File: src/rtl/fetch_pkg.sv
// Shared types and default geometry for the instruction fetch stage.
package fetch_pkg;

    localparam int unsigned ADDR_WIDTH = 5;
    localparam int unsigned DATA_WIDTH = 16;

    // Contents of the standard inst_mem.mif image: word i holds IMAGE_BASE + i.
    localparam logic [15:0] IMAGE_BASE = 16'hA000;

    typedef enum logic [1:0] {
        IDLE,
        READ,
        VALID
    } fetch_state_t;

endpackage

File: src/rtl/inst_rom.sv
// Synchronous-read instruction ROM, one cycle latency, no reset on contents or q.
module inst_rom
    import fetch_pkg::*;
#(
    parameter int unsigned ADDR_WIDTH = fetch_pkg::ADDR_WIDTH,
    parameter int unsigned DATA_WIDTH = fetch_pkg::DATA_WIDTH,
    parameter string       INIT_FILE  = "inst_mem.mif"
) (
    input  logic                  clk_addr,
    input  logic [ADDR_WIDTH-1:0] addr,
    output logic [DATA_WIDTH-1:0] q
);

    localparam int unsigned DEPTH     = 2 ** ADDR_WIDTH;
    // The default image is built in; an empty file name selects a blank ROM.
    localparam bit          HAS_IMAGE = (INIT_FILE != "");

    logic [DATA_WIDTH-1:0] mem [DEPTH];

    always_comb begin
        for (int unsigned i = 0; i < DEPTH; i++) begin
            mem[i] = HAS_IMAGE ? DATA_WIDTH'(32'(IMAGE_BASE) + i) : '0;
        end
    end

    always_ff @(posedge clk_addr) begin
        q <= mem[addr];
    end

endmodule

File: src/rtl/inst_fetch.sv
// Instruction fetch stage: address counter, ROM and valid/ready word output
// towards simple_processor.
module inst_fetch
    import fetch_pkg::*;
#(
    parameter int unsigned ADDR_WIDTH = fetch_pkg::ADDR_WIDTH,
    parameter int unsigned DATA_WIDTH = fetch_pkg::DATA_WIDTH,
    parameter string       INIT_FILE  = "inst_mem.mif"
) (
    input  logic                  clk_addr,
    input  logic                  reset_n,
    input  logic                  enable,
    input  logic                  load_en,
    input  logic [ADDR_WIDTH-1:0] load_addr,
    input  logic                  din_ready,
    output logic [ADDR_WIDTH-1:0] addr,
    output logic [DATA_WIDTH-1:0] DIN,
    output logic                  din_valid,
    output logic                  done
);

    fetch_state_t          state, state_next;
    logic [ADDR_WIDTH-1:0] addr_next;
    logic [DATA_WIDTH-1:0] din_next;
    logic                  valid_next;
    logic                  done_next;
    logic [DATA_WIDTH-1:0] rom_q;

    // ROM is fed the next address so its output already matches addr by the
    // end of the single READ cycle that follows a handshake or load.
    inst_rom #(
        .ADDR_WIDTH (ADDR_WIDTH),
        .DATA_WIDTH (DATA_WIDTH),
        .INIT_FILE  (INIT_FILE)
    ) u_rom (
        .clk_addr (clk_addr),
        .addr     (addr_next),
        .q        (rom_q)
    );

    always_ff @(posedge clk_addr or negedge reset_n) begin
        if (!reset_n) begin
            state     <= IDLE;
            addr      <= '0;
            DIN       <= '0;
            din_valid <= 1'b0;
            done      <= 1'b0;
        end else begin
            state     <= state_next;
            addr      <= addr_next;
            DIN       <= din_next;
            din_valid <= valid_next;
            done      <= done_next;
        end
    end

    always_comb begin
        state_next = state;
        addr_next  = addr;
        din_next   = DIN;
        valid_next = din_valid;
        done_next  = 1'b0;

        if (load_en) begin
            addr_next  = load_addr;
            valid_next = 1'b0;
            state_next = enable ? READ : IDLE;
        end else begin
            unique case (state)
                IDLE: begin
                    valid_next = 1'b0;
                    if (enable) state_next = READ;
                end
                READ: begin
                    din_next   = rom_q;
                    valid_next = 1'b1;
                    state_next = VALID;
                end
                VALID: begin
                    if (din_valid && din_ready) begin
                        addr_next  = addr + 1'b1;
                        valid_next = 1'b0;
                        done_next  = &addr;
                        state_next = enable ? READ : IDLE;
                    end
                end
                default: state_next = IDLE;
            endcase
        end
    end

endmodule
File: config.mk
export PLATFORM = sky130hd
export DESIGN_NAME = inst_fetch
export DESIGN_NICKNAME = d
export VERILOG_FILES = /design/src/rtl/fetch_pkg.sv /design/src/rtl/inst_rom.sv /design/src/rtl/inst_fetch.sv
export SDC_FILE = /design/constraint.sdc
export NUM_CORES = 1
export LEC_CHECK = 0
export ABC_AREA = 1
export BUFFER_PORTS_ARGS = -buffer_cell sky130_fd_sc_hd__buf_4
export CAP_MARGIN = 15
export CORE_ASPECT_RATIO = 0.9
export CORE_MARGIN = 5
export CORE_UTILIZATION = 51
export DETAILED_ROUTE_END_ITERATION = 10
export GPL_TIMING_DRIVEN = 0
export HOLD_SLACK_MARGIN = 0.02
export PLACE_DENSITY = 0.81
export SKIP_CTS_REPAIR_TIMING = 1
export SLEW_MARGIN = 0
export SYNTH_ARGS = -nofsm -noshare
export SYNTH_HDL_FRONTEND = slang
export SYNTH_SLANG_ARGS = --single-unit
File: constraint.sdc
create_clock -name clk_addr -period 3.6 [get_ports clk_addr]
set_input_delay 0.18 -clock clk_addr [delete_from_list [all_inputs] [get_ports clk_addr]]
set_output_delay 0.18 -clock clk_addr [all_outputs]
set_load 0.05 [all_outputs]
After elaboration in Yosys (flattened, before gate mapping) --
Memories as Yosys holds them, arrays and structs flattened. A register that Yosys moved wholly into a read port is not among the register bits. Cells that the tools add are included.
Cells by class: add/subtract/negate cells 1, eq/ne operators 4, multiplexer cells 14, bitwise gates (word level) 2, reductions and logical operators 7
Operators by type and width (number):
- two-way mux 5 bit | 3
- two-way mux 1 bit | 6
- two-way mux 2 bit | 3
- != test 3 bit (second input constant) | 2
- NOT 5 -> 6 bit | 1
- case mux 2 bit (3 select lines) | 1
- AND reduction 2 bit | 3
- adder 5 x 1 -> 5 bit (second input constant) | 1
- AND reduction 5 bit | 1
- nonzero test 4 bit | 1
- case mux 1 bit (3 select lines) | 1
- == test 2 x 1 -> 1 bit (second input constant) | 1
- == test 2 bit (second input constant) | 1
- zero test 2 bit | 1
- logical AND 1 bit | 1
- NOT 1 bit | 1
Word-level totals: flip-flop bits (word level) 25, memory bits (read-only) 512, input port bits 10, output and inout port bits 23, word-level logic and storage cells 34, memories kept 1
Memory list:
- (name not given) | words 32, width 16, read ports 1, clocked after memory_dff 1, write ports 0, line inst_rom.sv:27 | q <= mem[addr];

Longest topological paths before layout --
Gate-level depths: netlist of the first run.
depth after elaboration 5, mapped depth 8, gate-level depth less buffers 8

Modules after synthesis --
A second synthesis of the first run with hierarchy kept.
Second synthesis, totals: cell total of the unflattened synthesis 153, area total of the unflattened synthesis 1331.3 sq um
Modules (own cells, without submodules):
- inst_fetch | instances 1, cells each 135, area each 1141.1 sq um, seq. area each 625.6 sq um
- inst_rom | instances 1, cells each 18, area each 190.2 sq um, seq. area each 100.1 sq um

Least setup slack after synthesis of the first run --
Ideal clock, no wire load.
kind register to register, start point register addr[0], end point register addr[4], library setup time 0.121 ns, arrival 1.499 ns, required time 3.479 ns, setup slack 1.979 ns, cell stages (with the launch flop) 9, buffers on the path 0, clock period less this slack 1.621 ns, path through dfrtp_1 ha_1 nand2_1 nor2_1 ha_1 inv_1 nand2_1 nand3_1 nand2_1
On the way: word-level cells in the longest chain between the ends 4
RTL lines:
- start, declared | line inst_fetch.sv:16 | output logic [ADDR_WIDTH-1:0] addr,
- start signal, assigned | line inst_fetch.sv:50 | addr <= addr_next;
- adder 5 x 1 -> 5 bit | line inst_fetch.sv:81 | addr_next = addr + 1'b1;
- two-way mux 5 bit | line inst_fetch.sv:80 | if (din_valid && din_ready) begin
- two-way mux 5 bit | line inst_fetch.sv:69 | unique case (state)
- two-way mux 5 bit | line inst_fetch.sv:64 | if (load_en) begin
- named net addr_next[4] | line inst_fetch.sv:23 | logic [ADDR_WIDTH-1:0] addr_next;
The timed path passes the listed nets, and every way through them passes these cells. A chain may end at the register's enable or synchronous reset.

Final worst setup path of the first run --
Same ends and word-level chain as after synthesis.

==> flow_summary.rst, run 1 <==
.. list-table::
   :header-rows: 1

   * - Metric
     - Value
   * - Num Clock Sinks
     - 20
   * - Deepest clock path buffer count
     - 2
   * - Total number of vias
     - 742
   * - Shortest period the worst path allows
     - 1440 ps
   * - Antenna diode instance count
     - 0
   * - Largest clock skew in the final design
     - 4.98 ps
   * - Layout-stage area growth over the synthesis result
     - 30.6%
   * - Clock-pin slew reported for the worst setup and hold paths after clock tree synthesis
     - 120 ps
   * - Result of the run
     - completed
   * - Detail Placement HPWL
     - 1490 um
   * - Maxcap violations
     - 0
   * - Number of remaining DRC errors
     - 0
   * - Most common cell after layout, fill and taps aside
     - nand2_1
   * - Reg2Reg Launch Point
     - addr[0]$_DFF_PN0_
   * - Number of iterations in the first detailed-routing pass
     - 2
   * - Area share of the leading cell type in the synthesized netlist
     - 0.399
   * - Startpoint Class
     - flop
   * - Count of input and output buffers
     - 22
   * - Worst Hold Class
     - input pin to flop
   * - Setup Crit Path Kind
     - flop to flop
   * - Arrival time of data at the critical path endpoint
     - 1620 ps
   * - Total power
     - 0.000645 W
   * - Sequential element share of the synthesized area
     - 0.506
   * - Number of standard-cell rows in the floorplan
     - 14
   * - Clock tree root driver cell
     - clkbuf_4
   * - Register bit count reported by yosys
     - 20
   * - Placed cell count
     - 162
   * - Depth of the CTS H-tree
     - 1
   * - Routed wire length per instance
     - 11.2 um
   * - Core outline area
     - 1720 um^2
   * - I/O pin count
     - 33
   * - Worst-skew pair later-pin latency
     - 290 ps
   * - Violation count after the first detailed-routing iteration
     - 6
   * - Clock tree from TritonCTS
     - built
   * - Total congestion overflow
     - 0
   * - Cell variety after synth
     - 18
   * - Total routing resource utilization after global routing
     - 0.138
   * - Ratio of total power to cell area
     - 526 nW/um^2
   * - Post-synthesis cell area
     - 940 um^2
   * - Total die area
     - 2800 um^2
   * - Setup repair after global routing missed its margin
     - no
   * - Dominant cells by area after synthesis
     - dfrtp_1, nand2_1, dfxtp_1
   * - Gate count of the mapped netlist
     - 108
   * - Path depth of the worst reg2reg path
     - 8
   * - Final-stage net count
     - 156
   * - Final RePlAce weighted congestion
     - 0.778
   * - Peak supply drop
     - 0.406 mV
   * - CP Max Fanout
     - 5
   * - Flop-to-flop setup slack
     - 2160 ps
   * - Worst hold start
     - load_addr[1]
   * - TritonCTS buffer count
     - 3
   * - Post-detailed-route count of antenna-violating nets
     - 0
   * - Initial antenna violation count
     - 0
   * - Required time of the critical path
     - 3780 ps
   * - Crit path capture type
     - flop
   * - Global-route wire length before repair
     - 3190 um
   * - FMAX
     - 0.694 GHz
   * - Via density
     - 4.44
   * - Leak
     - 0.724 nW
   * - Total of endpoints with negative setup slack in the final report
     - 0
   * - WHS
     - 106 ps
   * - Average footprint of a synthesized cell
     - 8.70 um^2
   * - Total Wirelength
     - 1870 um
   * - Worst setup path startpoint
     - addr[0]$_DFF_PN0_
   * - Number of cells on the worst hold path
     - 3
   * - Core Util, Final
     - 0.715
   * - Yosys warns
     - 0
   * - Commonest non-fill, non-tap cells in the layout
     - nand2_1, buf_4, dfrtp_1
   * - Horizontal die dimension
     - 55.2 um
   * - Die outline height
     - 50.7 um
   * - Cell type with the largest total area after synthesis
     - dfrtp_1
   * - End of the worst register-to-register path
     - addr[4]$_DFF_PN0_
   * - Number of cells in the finished layout apart from fillers
     - 167
   * - Setup TNS after final layout
     - 0 ps
   * - Starting utilization of the core area
     - 0.547
   * - Ratio of cells with drive above 1 in the final layout
     - 0.315
   * - Final worst-path cycle share
     - 0.401
   * - Number of global-route vias before repair
     - 755
   * - Maximum number of pins on one net before global-route repair
     - 16
   * - Final Hold Vio Count
     - 0
   * - Final Max Slew Viols
     - 0
   * - Hold endpoint
     - u_rom.q[1]$_DFF_P_
per-stage QoR:
step | setup WS (ps) | instance area [um^2]
final | 2160 | 1230
after global routing | 2000 | 1230
after CTS | 2150 | 1220
after detailed placement | 2170 | 1160
after global placement | 2220 | 1160
after floorplan | 1980 | 970
worst max-delay path by stage:
stage / to
detailed placement: addr[4]$_DFF_PN0_
global route: addr[4]$_DFF_PN0_
finish: addr[4]$_DFF_PN0_
floorplan: addr[4]$_DFF_PN0_
global placement: addr[4]$_DFF_PN0_
CTS: addr[4]$_DFF_PN0_
routing by layer:
layer / GRT usage / vias up / part of all wire / wire length (um)
met2: 0.260 / 22 / 0.50 / 930
met5: 0 / - / 0 / 0
met3: 0.0436 / 0 / 0.075 / 140
li1: - / 382 / - / -
met1: 0.160 / 338 / 0.43 / 796
met4: 0.0121 / 0 / 0 / 0
flip-flops by register name (all words and copies together) (netlist names):
signal	count
din_valid	1
state	2
done	1
u_rom.q	5
DIN	6
addr	5
critical path, stage by stage (launching register included):
cell and delay [ps]:
dfrtp_1 450, ha_1 260, nand2_1 60, nor2_1 40
ha_1 260, inv_1 50, nand2_1 40, nand3_1 80
nand2_1 80
final cells by class:
class / count / area, um^2
Buffer: 11 / 86.3
Sequential cell: 20 / 475
Inverter: 13 / 53.8
Clock buffer: 3 / 22.5
Multi-Input combinational cell: 72 / 354
Timing Repair Buffer: 23 / 175
Tap cell: 24 / 30.0
Clock inverter: 1 / 30.0
Fill cell: 151 / 489
cells by family (layout without fill, tap and decap cells):
kind of cell / count (synthesis) / in the layout / share of synthesized area
AND/OR/NAND/NOR: 60 / 60 / 0.309
buffers and inverters: 24 / 51 / 0.149
flip-flops: 20 / 20 / 0.506
adder cells (fa/ha/maj): 2 / 2 / 0.0266
other: 1 / 9 / 0.00399
AO/OA/AOI/OAI: 1 / 1 / 0.00532
report_power, final:
part | switching [W] | total, W | leakage, nW | internal (W)
Clock | 0.0000668 | 0.000179 | 0.0279 | 0.000112
Sequential | 0.0000175 | 0.000268 | 0.227 | 0.000251
Combinational | 0.000140 | 0.000197 | 0.469 | 0.0000570
cells in the mapped netlist:
cell     instances
and3_1           1
buf_4           10
buf_6            1
conb_1           1
dfrtp_1         15
dfxtp_1          5
ha_1             2
inv_1           10
inv_2            2
inv_6            1
nand2_1         38
nand2_2          2
nand2_4          1
nand3_1         12
nand4_1          1
nor2_1           3
nor2_8           2
o21ai_1          1
Power figures use the tool's default switching activity.
==> inputs of run 2 (changes only) <==
--- a/config.mk
+++ b/config.mk
@@ -5,16 +5,16 @@
 export SDC_FILE = /design/constraint.sdc
 export NUM_CORES = 1
 export LEC_CHECK = 0
-export ABC_AREA = 1
+export ABC_AREA = 0
 export BUFFER_PORTS_ARGS = -buffer_cell sky130_fd_sc_hd__buf_4
 export CAP_MARGIN = 15
 export CORE_ASPECT_RATIO = 0.9
 export CORE_MARGIN = 5
-export CORE_UTILIZATION = 51
+export CORE_UTILIZATION = 46
 export DETAILED_ROUTE_END_ITERATION = 10
 export GPL_TIMING_DRIVEN = 0
 export HOLD_SLACK_MARGIN = 0.02
-export PLACE_DENSITY = 0.81
+export PLACE_DENSITY = 0.76
 export SKIP_CTS_REPAIR_TIMING = 1
 export SLEW_MARGIN = 0
 export SYNTH_ARGS = -nofsm -noshare
==> constraint.sdc (replaced) <==
create_clock -name clk_addr -period 1.4 [get_ports clk_addr]
set_input_delay 0.07 -clock clk_addr [delete_from_list [all_inputs] [get_ports clk_addr]]
set_output_delay 0.07 -clock clk_addr [all_outputs]
set_load 0.05 [all_outputs]
==> flow_summary.rst, run 2 <==
.. list-table::
   :header-rows: 1

   * - Metric
     - Value
   * - Result of the run
     - completed (unchanged)
   * - Dominant combinational cell family by area after synthesis
     - simple AND/OR/NAND/NOR gates (unchanged)
   * - Routed wire length per instance
     - 10.6 um (was 11.2 um)
   * - Core Util, Final
     - 0.706 (was 0.715)
   * - Total congestion overflow
     - 0 (unchanged)
   * - Worst-skew pair later-pin latency
     - 300 ps (was 290 ps)
   * - CP Max Fanout
     - 4 (was 5)
   * - Cell variety after synth
     - 25 (was 18)
   * - Depth of the CTS H-tree
     - 1 (unchanged)
   * - Number of remaining DRC errors
     - 0 (unchanged)
   * - Worst Hold Class
     - input pin to flop (unchanged)
   * - Total Wirelength
     - 1490 um (was 1870 um)
   * - Total die area
     - 2840 um^2 (was 2800 um^2)
   * - Clock-pin slew reported for the worst setup and hold paths after clock tree synthesis
     - 110 ps (was 120 ps)
   * - Total number of vias
     - 633 (was 742)
   * - Reg2Reg Launch Point
     - addr[1]$_DFF_PN0_ (was addr[0]$_DFF_PN0_)
   * - End of the worst register-to-register path
     - addr[4]$_DFF_PN0_ (unchanged)
   * - Number of enable-type register cells in the synthesized netlist
     - 0 (unchanged)
   * - Dominant cells by area after synthesis
     - dfrtp_1, dfxtp_1, buf_4 (was dfrtp_1, nand2_1, dfxtp_1)
   * - Setup repair after global routing missed its margin
     - no (unchanged)
   * - Post-synthesis cell area
     - 863 um^2 (was 940 um^2)
   * - Path depth of the worst reg2reg path
     - 5 (was 8)
   * - Core outline area
     - 1730 um^2 (was 1720 um^2)
   * - Worst hold start
     - load_addr[3] (was load_addr[1])
   * - Clock tree root driver cell
     - clkbuf_4 (unchanged)
   * - Startpoint Class
     - flop (unchanged)
   * - Area share of xor/xnor cells in the synthesized design
     - 0.0101 (was 0)
   * - Post-route standard cell area excluding fillers
     - 1220 um^2 (was 1230 um^2)
   * - WHS
     - 5.09 ps (was 106 ps)
   * - Number of iterations in the first detailed-routing pass
     - 2 (unchanged)
   * - Num Clock Sinks
     - 20 (unchanged)
   * - Global-route wire length before repair
     - 2530 um (was 3190 um)
   * - Final worst-path cycle share
     - 0.965 (was 0.401)
   * - Leak
     - 0.625 nW (was 0.724 nW)
   * - Number of flip-flops in the largest register
     - 6 (unchanged)
   * - Synth Area in Compound Gates
     - 0.0551 (was 0.00533)
   * - Via density
     - 4.49 (was 4.44)
   * - Leading cell type by number of instances after synthesis
     - dfrtp_1 (was nand2_1)
   * - Count of input and output buffers
     - 23 (was 22)
   * - Number of standard-cell rows in the floorplan
     - 14 (unchanged)
   * - Arrival time of data at the critical path endpoint
     - 1530 ps (was 1620 ps)
   * - Most common cell after layout, fill and taps aside
     - buf_4 (was nand2_1)
   * - Multiplexer fraction of the synthesized cell area
     - 0.0884 (was 0)
   * - Average footprint of a synthesized cell
     - 11.5 um^2 (was 8.70 um^2)
   * - Final Hold Vio Count
     - 0 (unchanged)
   * - Number of global-route vias before repair
     - 562 (was 755)
   * - Yosys warns
     - 0 (unchanged)
   * - Worst Slack Setup Final
     - 48.8 ps (was 2160 ps)
   * - Total of endpoints with negative setup slack in the final report
     - 0 (unchanged)
   * - Maxcap violations
     - 0 (unchanged)
   * - Commonest non-fill, non-tap cells in the layout
     - buf_4, dfrtp_1, conb_1 (was nand2_1, buf_4, dfrtp_1)
   * - Filler Cell Count
     - 133 (was 151)
   * - Cell count along the critical path
     - 5 (was 8)
   * - Gate count of the mapped netlist
     - 75 (was 108)
   * - Total routing resource utilization after global routing
     - 0.113 (was 0.138)
   * - Number of cells on the worst hold path
     - 3 (unchanged)
   * - TritonCTS buffer count
     - 3 (unchanged)
   * - Maximum number of pins on one net before global-route repair
     - 16 (unchanged)
   * - Area after detailed placement
     - 1110 um^2 (was 1160 um^2)
   * - Largest register by flop count
     - DIN (unchanged)
   * - Initial antenna violation count
     - 0 (unchanged)
   * - Final RePlAce weighted congestion
     - 0.749 (was 0.778)
   * - Worst setup timing slack at the placement stage
     - -14.4 ps (was 2170 ps)
   * - Post-detailed-route count of antenna-violating nets
     - 0 (unchanged)
   * - Cell type with the largest total area after synthesis
     - dfrtp_1 (unchanged)
   * - Worst setup path startpoint
     - addr[1]$_DFF_PN0_ (was addr[0]$_DFF_PN0_)
   * - Crit path capture type
     - flop (unchanged)
   * - Horizontal die dimension
     - 55.7 um (was 55.2 um)
   * - Register bit count reported by yosys
     - 20 (unchanged)
   * - CP Cell Sequence
     - ha_4 > and3_1 > ha_1 > mux2i_1 > o21ai_1 (was ha_1 > nand2_1 > nor2_1 > ha_1 > inv_1 > nand2_1 > nand3_1 > nand2_1)
   * - CP peak stage delay
     - 460 ps (was 450 ps)
   * - Shortest period the worst path allows
     - 1350 ps (was 1440 ps)
   * - Simple-gate portion of the synthesized area
     - 0.162 (was 0.309)
   * - Slowest cell on the critical path
     - dfrtp_2 (was dfrtp_1)
   * - Total power
     - 0.00154 W (was 0.000645 W)
   * - Adder-cell area share of the yosys netlist
     - 0.0290 (was 0.0266)
   * - Final-stage net count
     - 130 (was 156)
   * - Die outline height
     - 51.1 um (was 50.7 um)
   * - Starting utilization of the core area
     - 0.498 (was 0.547)
   * - I/O pin count
     - 33 (unchanged)
   * - Detail Placement HPWL
     - 1140 um (was 1490 um)
   * - FMAX
     - 0.740 GHz (was 0.694 GHz)
   * - Layout-stage area growth over the synthesis result
     - 41.9% (was 30.6%)
   * - Worst path top cell family by delay
     - flip-flops (was adder cells)
   * - Clock tree from TritonCTS
     - built (unchanged)
   * - Flop-to-flop setup slack
     - 50 ps (was 2160 ps)
   * - Critical path destination
     - addr[4]$_DFF_PN0_ (unchanged)
   * - Ratio of total power to cell area
     - 1250 nW/um^2 (was 526 nW/um^2)
   * - Sequential element share of the synthesized area
     - 0.551 (was 0.506)
   * - CP bufs+invs
     - 0 (was 1)
   * - Area share of the leading cell type in the synthesized netlist
     - 0.435 (was 0.399)
   * - Setup Crit Path Kind
     - flop to flop (unchanged)
   * - Synth top cells by count
     - dfrtp_1, buf_4, nand2_1 (was nand2_1, dfrtp_1, nand3_1)
   * - Ratio of cells with drive above 1 in the final layout
     - 0.453 (was 0.315)
   * - Deepest clock path buffer count
     - 2 (unchanged)
   * - Violation count after the first detailed-routing iteration
     - 9 (was 6)
   * - Largest clock skew in the final design
     - 6.97 ps (was 4.98 ps)
   * - Peak supply drop
     - 1.32 mV (was 0.406 mV)
   * - Required time of the critical path
     - 1580 ps (was 3780 ps)
   * - Final Max Slew Viols
     - 0 (unchanged)
   * - Antenna diode instance count
     - 0 (unchanged)
   * - Fraction of registers with async set or reset after synthesis
     - 0.750 (unchanged)
   * - Synth Flop Type
     - dfrtp_1 (unchanged)
   * - Largest registers in the final layout
     - DIN (6), addr (5), u_rom.q (5) (unchanged)
==> run 2: changes by cell type in the layout (fill, tap and decap cells not counted), sizes merged, moves of 3 or more <==
| cell | delta |
|---|---|
| a21oi | +3 |
| dlygate4sd3 | +4 |
| inv | -11 |
| mux2 | +5 |
| nand2 | -35 |
| nand3 | -9 |
| nor2 | -4 |
| nor2b | +3 |
| o21ai | +4 |
==> run 2: logic make-up (layout without fill, tap and decap cells) <==
| logic type | Yosys count | count (layout) |
|---|---|---|
| AO/OA/AOI/OAI | 9 | 9 |
| XOR/XNOR | 1 | 1 |
| adder cells (fa/ha/maj) | 2 | 2 |
| other | 1 | 9 |
| multiplexers | 7 | 7 |
| flip-flops | 20 | 20 |
| AND/OR/NAND/NOR | 22 | 22 |
| buffers and inverters | 13 | 47 |
==> run 2: layer usage <==
| metal | vias to the layer above | track usage | wire length (um) | part of all wire |
|---|---|---|---|---|
| met5 | - | 0 | 0 | 0 |
| met4 | 0 | 0.0121 | 0 | 0 |
| met3 | 0 | 0.0605 | 137 | 0.092 |
| met2 | 22 | 0.181 | 690 | 0.46 |
| met1 | 287 | 0.141 | 662 | 0.44 |
| li1 | 324 | - | - | - |
==> run 2: cell type report <==
cell class,instances,area (um^2),area share
Timing Repair Buffer,30,238,0.194
Buffer,11,78.8,0.0644
Tap cell,24,30.0,0.0245
Sequential cell,20,480,0.392
Clock buffer,4,36.3,0.0296
Multi-Input combinational cell,50,354,0.289
Inverter,2,7.51,0.00613
==> run 2: worst min-delay path, cell delays in order <==
cell,delay (ps)
buf_4,80
nand2_1,50
nand3_2,70
==> run 2: worst min-delay path by stage <==
stage,to
2_1_floorplan,DIN[0]$_DFFE_PN0P_
3_3_place_gp,DIN[4]$_DFFE_PN0P_
3_5_place_dp,done$_DFF_PN0_
4_1_cts,state[0]$_DFFE_PN0P_
5_1_grt,u_rom.q[4]$_DFF_P_
6_report,u_rom.q[3]$_DFF_P_
==> run 2: power by group <==
part / internal (W) / switching, W / leakage, nW
clock: 0.000159 / 0.000162 / 0.0210
sequential: 0.000651 / 0.0000502 / 0.220
combinational: 0.000176 / 0.000338 / 0.383
==> run 2: per-stage QoR <==
stage          setup TNS [ps]  cells
2_1_floorplan           -44.3     83
3_3_place_gp            -2.95    130
3_5_place_dp            -60.6    130
4_1_cts                  -158    134
5_1_grt                     0    141
6_report                    0    141
